--- config.mk ---
export PLATFORM = sky130hd
export DESIGN_NAME = qam64_symbol_mapper
export DESIGN_NICKNAME = d
export VERILOG_FILES = /design/src/rtl/qam64_pkg.sv /design/src/rtl/qam64_gray_level_map.sv /design/src/rtl/qam64_symbol_mapper.sv
export SDC_FILE = /design/constraint.sdc
export NUM_CORES = 1
export LEC_CHECK = 0
export CAP_MARGIN = 20
export CELL_PAD_IN_SITES_DETAIL_PLACEMENT = 2
export CELL_PAD_IN_SITES_GLOBAL_PLACEMENT = 2
export CORE_ASPECT_RATIO = 0.75
export CORE_MARGIN = 2
export CORE_UTILIZATION = 31
export CTS_BUF_LIST = sky130_fd_sc_hd__clkbuf_2 sky130_fd_sc_hd__clkbuf_4 sky130_fd_sc_hd__clkbuf_8
export DETAILED_ROUTE_END_ITERATION = 10
export GPL_TIMING_DRIVEN = 0
export PLACE_DENSITY = 0.85
export SLEW_MARGIN = 15
export SYNTH_ARGS = -nofsm -noshare
export SYNTH_HDL_FRONTEND = slang
export SYNTH_SLANG_ARGS = --single-unit
--- constraint.sdc ---
create_clock -name clk -period 2.05 [get_ports clk]
set_clock_uncertainty 0.15 [all_clocks]
set_input_delay 0.615 -clock clk [delete_from_list [all_inputs] [get_ports clk]]
set_output_delay 0.615 -clock clk [all_outputs]
set_load 0.005 [all_outputs]
--- src/rtl/qam64_pkg.sv ---
`default_nettype none
// ============================================================================
// Module   : qam64_pkg
// Purpose  : Shared constants and Gray-code-to-amplitude helper for the
//            64-QAM symbol mapper.
// Revision : 1.0 - initial release
// ============================================================================
package qam64_pkg;

    localparam int QAM_BITS  = 6;
    localparam int AXIS_BITS = 3;
    localparam int BUF_BITS  = 14;
    localparam int BYTE_BITS = 8;
    localparam int CNT_BITS  = 4;
    localparam int LVL_BITS  = 4;

    localparam logic signed [LVL_BITS-1:0] c_LVL_M7 = -4'sd7;
    localparam logic signed [LVL_BITS-1:0] c_LVL_M5 = -4'sd5;
    localparam logic signed [LVL_BITS-1:0] c_LVL_M3 = -4'sd3;
    localparam logic signed [LVL_BITS-1:0] c_LVL_M1 = -4'sd1;
    localparam logic signed [LVL_BITS-1:0] c_LVL_P1 = 4'sd1;
    localparam logic signed [LVL_BITS-1:0] c_LVL_P3 = 4'sd3;
    localparam logic signed [LVL_BITS-1:0] c_LVL_P5 = 4'sd5;
    localparam logic signed [LVL_BITS-1:0] c_LVL_P7 = 4'sd7;

    // Adjacent amplitude levels differ in exactly one code bit.
    function automatic logic signed [LVL_BITS-1:0] gray_to_level(
        input logic [AXIS_BITS-1:0] gray
    );
        logic signed [LVL_BITS-1:0] lvl;
        case (gray)
            3'b000:  lvl = c_LVL_M7;
            3'b001:  lvl = c_LVL_M5;
            3'b011:  lvl = c_LVL_M3;
            3'b010:  lvl = c_LVL_M1;
            3'b110:  lvl = c_LVL_P1;
            3'b111:  lvl = c_LVL_P3;
            3'b101:  lvl = c_LVL_P5;
            default: lvl = c_LVL_P7;
        endcase
        return lvl;
    endfunction

endpackage
`default_nettype wire

--- src/rtl/qam64_gray_level_map.sv ---
`default_nettype none
// ============================================================================
// Module   : qam64_gray_level_map
// Purpose  : Combinational 3-bit Gray code to sign-extended amplitude level.
// Revision : 1.0 - initial release
// ============================================================================
module qam64_gray_level_map
    import qam64_pkg::*;
#(
    parameter int AMP_WIDTH = 4
) (
    input  logic [AXIS_BITS-1:0] i_gray,
    output logic [AMP_WIDTH-1:0] o_level
);

    logic signed [LVL_BITS-1:0] w_level;

    assign w_level = gray_to_level(i_gray);

    generate
        if (AMP_WIDTH > LVL_BITS) begin : g_sign_extend
            assign o_level = {{(AMP_WIDTH-LVL_BITS){w_level[LVL_BITS-1]}}, w_level};
        end else begin : g_native_width
            assign o_level = w_level;
        end
    endgenerate

endmodule
`default_nettype wire

--- src/rtl/qam64_symbol_mapper.sv ---
`default_nettype none
// ============================================================================
// Module   : qam64_symbol_mapper
// Purpose  : Regroups FWFT FIFO bytes MSB-first into 6-bit symbols and maps
//            them to Gray-coded I/Q levels on a valid/ready output.
// Revision : 1.0 - initial release
// ============================================================================
module qam64_symbol_mapper
    import qam64_pkg::*;
#(
    parameter int AMP_WIDTH = 4
) (
    input  logic                 clk,
    input  logic                 rst,
    input  logic                 fifo_empty,
    input  logic [7:0]           fifo_data,
    output logic                 fifo_rd_en,
    output logic [AMP_WIDTH-1:0] sym_i,
    output logic [AMP_WIDTH-1:0] sym_q,
    output logic                 sym_valid,
    input  logic                 sym_ready,
    output logic [15:0]          symbol_count
);

    localparam logic [CNT_BITS-1:0] c_CNT_SYM  = CNT_BITS'(QAM_BITS);
    localparam logic [CNT_BITS-1:0] c_CNT_BYTE = CNT_BITS'(BYTE_BITS);
    localparam logic [CNT_BITS-1:0] c_CNT_MAX  = CNT_BITS'(BUF_BITS);

    logic [BUF_BITS-1:0]  r_buf_q;
    logic [BUF_BITS-1:0]  w_buf_d;
    logic [BUF_BITS-1:0]  w_buf_post;
    logic [BUF_BITS-1:0]  w_byte_aligned;
    logic [CNT_BITS-1:0]  r_cnt_q;
    logic [CNT_BITS-1:0]  w_cnt_d;
    logic [CNT_BITS-1:0]  w_cnt_post;
    logic                 w_emit;
    logic                 w_rd;

    logic [AMP_WIDTH-1:0] w_lvl_i;
    logic [AMP_WIDTH-1:0] w_lvl_q;
    logic [AMP_WIDTH-1:0] r_sym_i_q;
    logic [AMP_WIDTH-1:0] w_sym_i_d;
    logic [AMP_WIDTH-1:0] r_sym_q_q;
    logic [AMP_WIDTH-1:0] w_sym_q_d;
    logic                 r_sym_valid_q;
    logic                 w_sym_valid_d;
    logic [15:0]          r_count_q;
    logic [15:0]          w_count_d;

    // Oldest buffered symbol is always at the top of the left-justified buffer.
    qam64_gray_level_map #(
        .AMP_WIDTH (AMP_WIDTH)
    ) u_map_i (
        .i_gray  (r_buf_q[BUF_BITS-1 -: AXIS_BITS]),
        .o_level (w_lvl_i)
    );

    qam64_gray_level_map #(
        .AMP_WIDTH (AMP_WIDTH)
    ) u_map_q (
        .i_gray  (r_buf_q[BUF_BITS-1-AXIS_BITS -: AXIS_BITS]),
        .o_level (w_lvl_q)
    );

    always_comb begin
        w_emit     = (r_cnt_q >= c_CNT_SYM) && (!r_sym_valid_q || sym_ready);
        w_cnt_post = w_emit ? (r_cnt_q - c_CNT_SYM) : r_cnt_q;
        w_buf_post = w_emit ? (r_buf_q << QAM_BITS) : r_buf_q;

        // Gated by rst so no byte is consumed while the datapath is held in reset.
        w_rd = !rst && !fifo_empty && (w_cnt_post <= c_CNT_SYM);

        // New byte lands directly beneath the bits still waiting in the buffer.
        w_byte_aligned = {fifo_data, {(BUF_BITS-BYTE_BITS){1'b0}}} >> w_cnt_post;

        w_buf_d = w_rd ? (w_buf_post | w_byte_aligned) : w_buf_post;
        w_cnt_d = w_rd ? (w_cnt_post + c_CNT_BYTE) : w_cnt_post;

        w_sym_i_d     = w_emit ? w_lvl_i : r_sym_i_q;
        w_sym_q_d     = w_emit ? w_lvl_q : r_sym_q_q;
        w_sym_valid_d = w_emit ? 1'b1 : (sym_ready ? 1'b0 : r_sym_valid_q);

        w_count_d = (r_sym_valid_q && sym_ready) ? (r_count_q + 16'd1) : r_count_q;
    end

    always_ff @(posedge clk or posedge rst) begin
        if (rst) begin
            r_buf_q       <= '0;
            r_cnt_q       <= '0;
            r_sym_i_q     <= '0;
            r_sym_q_q     <= '0;
            r_sym_valid_q <= 1'b0;
            r_count_q     <= '0;
        end else begin
            r_buf_q       <= w_buf_d;
            r_cnt_q       <= w_cnt_d;
            r_sym_i_q     <= w_sym_i_d;
            r_sym_q_q     <= w_sym_q_d;
            r_sym_valid_q <= w_sym_valid_d;
            r_count_q     <= w_count_d;
        end
    end

    assign fifo_rd_en   = w_rd;
    assign sym_i        = r_sym_i_q;
    assign sym_q        = r_sym_q_q;
    assign sym_valid    = r_sym_valid_q;
    assign symbol_count = r_count_q;

`ifndef SYNTHESIS
    a_cnt_bound: assert property (@(posedge clk) disable iff (rst) r_cnt_q <= c_CNT_MAX);
    a_no_rd_when_empty: assert property (@(posedge clk) disable iff (rst) !(fifo_rd_en && fifo_empty));
`endif

endmodule
`default_nettype wire

==> impl_summary.txt <==
----------------------------------------------------
[Run status]
  Status ... finished, violations left
  Violated checks ... setup timing

[CTS]
  Maximum count of clock buffers along a single path ... 2
  CTS tree ... done
  Clock insertion delay at the later pin of the skew report ... 0.31 ns
  Clock-pin slew on the worst setup and hold paths ... 0.09 ns
  Number of sinks driven by the clock tree ... 41
  H-tree level count ... 2
  Root Buffer Master ... clkbuf_8
  Total CTS buffers ... 5

[Timing]
  Unrepaired setup endpoints after global routing ... true
  Worst-margin pin slew ... 0.708 ns
  Max Clk Rate ... 403 MHz
  Endpoints failing setup ... 16
  Worst setup margin ... -0.430 ns
  Max-Slew Margin vs Limit ... 0.522
  Final critical delay including setup and external delays ... 2.48 ns
  Final number of max-transition violations ... 0
  Final Hold Viols ... 0
  Final worst-path cycle share ... 1.21
  Worst slack on hold paths ... 0.323 ns

[Final layout]
  Number of cells in the finished layout apart from fillers ... 319
  N_diodes ... 0
  Number of nets in the final layout ... 255
  Synthesis-to-layout area growth ... 55.6%
  Share of layout cells above drive strength 1 ... 0.344

[Synthesis]
  Top post-synthesis cells by count ... dfrtp_1 (41), nand2_1 (23), xnor2_1 (14)
  Area of the mapped netlist ... 0.00191 mm²
  Average cell area after synthesis ... 11.2 µm²
  Register bit count reported by yosys ... 41
  Cell count after synthesis ... 171
  Count of unique library cells instantiated by Yosys ... 37
  EDFF count, synth ... 0
  Proportion of synthesized chip area in sequential cells ... 0.538
  Fraction of synthesized cell area taken by the top area cell type ... 0.538
  Async set or reset register ratio after synthesis ... 1.00
  Number of warnings printed during yosys synthesis ... 0
  Largest area contributor in the synthesized netlist ... dfrtp_1
  Most common cell in the synthesized netlist ... dfrtp_1
  Leading cell types by total area after synthesis ... dfrtp_1 (54%), xnor2_1 (6.4%), mux2i_1 (5.2%), nand2_1 (4.5%), nor2_1 (2.6%)
  Top_reg_cell synth ... dfrtp_1
  Net Count, Synth ... 186

[GRT]
  Vias in the first global route ... 1,747
  Total congestion overflow ... 0
  Wire length of the first global-routing pass ... 10,500 µm
  Antenna violations before repair ... 0
  Maximum number of pins on one net before global-route repair ... 35
  Overall routing resource usage ... 0.213

[Power]
  Worst IR drop on VDD ... 0.000891 V
  Leakage power total ... 1.24 nW
  Total chip power ... 4.69 mW
  Power density relative to cell area ... 1580 mW/mm²

[Detailed routing]
  1st-pass router iterations ... 4
  Via Count ... 1,644
  Routed length per instance ... 22.9 µm
  Post-DRT Antenna Nets ... 0
  Wire length after detailed routing ... 7310 µm
  Violation count after the first detailed-route iteration ... 64
  Remaining design rule violation count ... 0
  Mean number of vias per cell ... 5.15

[Worst setup path]
  Critical Path RT ... 1.28 ns
  Nature of the critical path endpoint ... output port
  Minimum setup slack among reg-to-reg paths ... -0.36 ns
  Cell mode on critical path ... ha_4
  Data arrival at the endpoint of the critical path ... 1.71 ns
  Critical path class ... register to output port
  Startpoint of the worst register-to-register path ... r_cnt_q[1]$_DFF_PP0_
  Cell-by-cell trace of the critical path ... ha_4 > ha_4 > a211oi_4 > nor2_4 > a21oi_4 > buf_2
  Largest fanout on the critical path ... 2
  Highest cell delay on the worst timing path ... 0.44 ns
  Register-to-Register Path Depth ... 9
  Library cell contributing the largest single delay on the critical path ... dfrtp_2
  Launching element type of the critical path ... register
  Worst reg2reg path endpoint ... r_buf_q[9]$_DFF_PP0_

[Floorplanning]
  Placeable core region ... 0.00589 mm²
  Die span in y ... 71.9 µm
  Die Footprint ... 0.00681 mm²
  IO Count ... 38
  Die width ... 94.6 µm
  Row count ... 24
  Initial core utilization ... 0.324

[Min path]
  Class of the tightest hold or removal check ... register to register
  Worst Hold Endpoint ... symbol_count[15]$_DFFE_PP0P_
  Cell depth of the worst hold path ... 1
  Hold path startpoint ... symbol_count[15]$_DFFE_PP0P_

[Placement]
  HPWL after detailed placement ... 3720 µm
  Count of placed standard cells including taps ... 287
  Last weighted congestion value of the routability-driven placer ... 0.770
  IO Port Bufs ... 37

[Flow run]
  Max-cap violations ... 0

----------------------------------------------------
routing by layer:
layer / global-route usage / wire length (µm) / vias up
met5: 0 / 0 / -
met4: 0.0515 / 112 / 0
met3: 0.0488 / 275 / 11
met2: 0.363 / 3710 / 40
met1: 0.280 / 3220 / 855
li1: - / - / 738
cell families after synthesis:
logic type | Yosys count | share of synthesized area
simple gates | 59 | 0.148
mux | 12 | 0.0662
fa+ha+maj | 3 | 0.0197
buf+inv | 11 | 0.0302
compound gates | 26 | 0.111
xor+xnor | 19 | 0.0872
flops | 41 | 0.538
layout make-up:
cell class | count | area (µm²)
Fill cell | 603 | 2920
Multi-Input combinational cell | 121 | 1050
Sequential cell | 41 | 1030
Timing Repair Buffer | 62 | 599
Tap cell | 78 | 97.6
Clock buffer | 6 | 82.6
Buffer | 5 | 51.3
Clock inverter | 2 | 37.5
Inverter | 4 | 15.0
repair_timing:
action	in CTS	in global routing
hold endpoints to repair	0	0
buffers inserted	12	12
gates cloned	2	0
setup endpoints to repair	31	30
resized for setup	43	19
hold buffers	0	0
pin swaps	12	6
worst max-delay path, delay by kind of cell (launching register included):
| kind | cells | cell delay [ns] |
|---|---|---|
| AOI/OAI and AO/OA | 2 | 0.41 |
| adders and majority gates | 2 | 0.34 |
| buffers and inverters | 1 | 0.12 |
| DFF | 1 | 0.44 |
| and+or+nand+nor | 1 | 0.09 |
placed cells by master, fill, tap and decap left out, drive strengths merged, types with 4 or more instances in the layout:
master,instances
o22ai,4
nand2b,5
xor2,5
clkbuf,7
nor2,13
inv,4
o221ai,6
buf,30
dfrtp,41
o21ai,9
xnor2,14
mux2i,10
clkdlybuf4s50,32
nand2,25
nand3,5
power by group:
part           internal (mW)  switching (mW)
registers               1.09           0.251
clock network          0.397           0.328
logic                   1.34            1.28
total                   2.83            1.86
how the worst max path moves through the flow:
stage                                    start  depth (start not counted)  slack, ns    endpoint
after floorplan                      sym_ready                          4     -0.005  fifo_rd_en
after global placement               sym_ready                          6      -1.16  fifo_rd_en
after detailed placement             sym_ready                          6      -1.18  fifo_rd_en
after CTS                 r_cnt_q[1]$_DFF_PP0_                          6      -0.42  fifo_rd_en
after global routing      r_cnt_q[1]$_DFF_PP0_                          6      -0.49  fifo_rd_en
final                     r_cnt_q[1]$_DFF_PP0_                          6      -0.43  fifo_rd_en
sequential cells by signal, summed over array words and instances, names as in the netlist:
register	cells
r_buf_q	14
sym_valid	1
sym_q	3
sym_i	4
r_cnt_q	3
symbol_count	16
stage by stage:
stage | setup WS, ns | area [µm²] | TNS [ns] | utilization
finish | -0.430 | 2970 | -4.87 | 0.504
global route | -0.492 | 2970 | -6.10 | 0.504
CTS | -0.424 | 2810 | -2.40 | 0.477
detailed placement | -1.18 | 2430 | -18.45 | 0.413
global placement | -1.16 | 2410 | -42.46 | 0.410
floorplan | -0.00488 | 1940 | -0.00488 | -
Note: power is estimated with default switching activity, not from simulation.
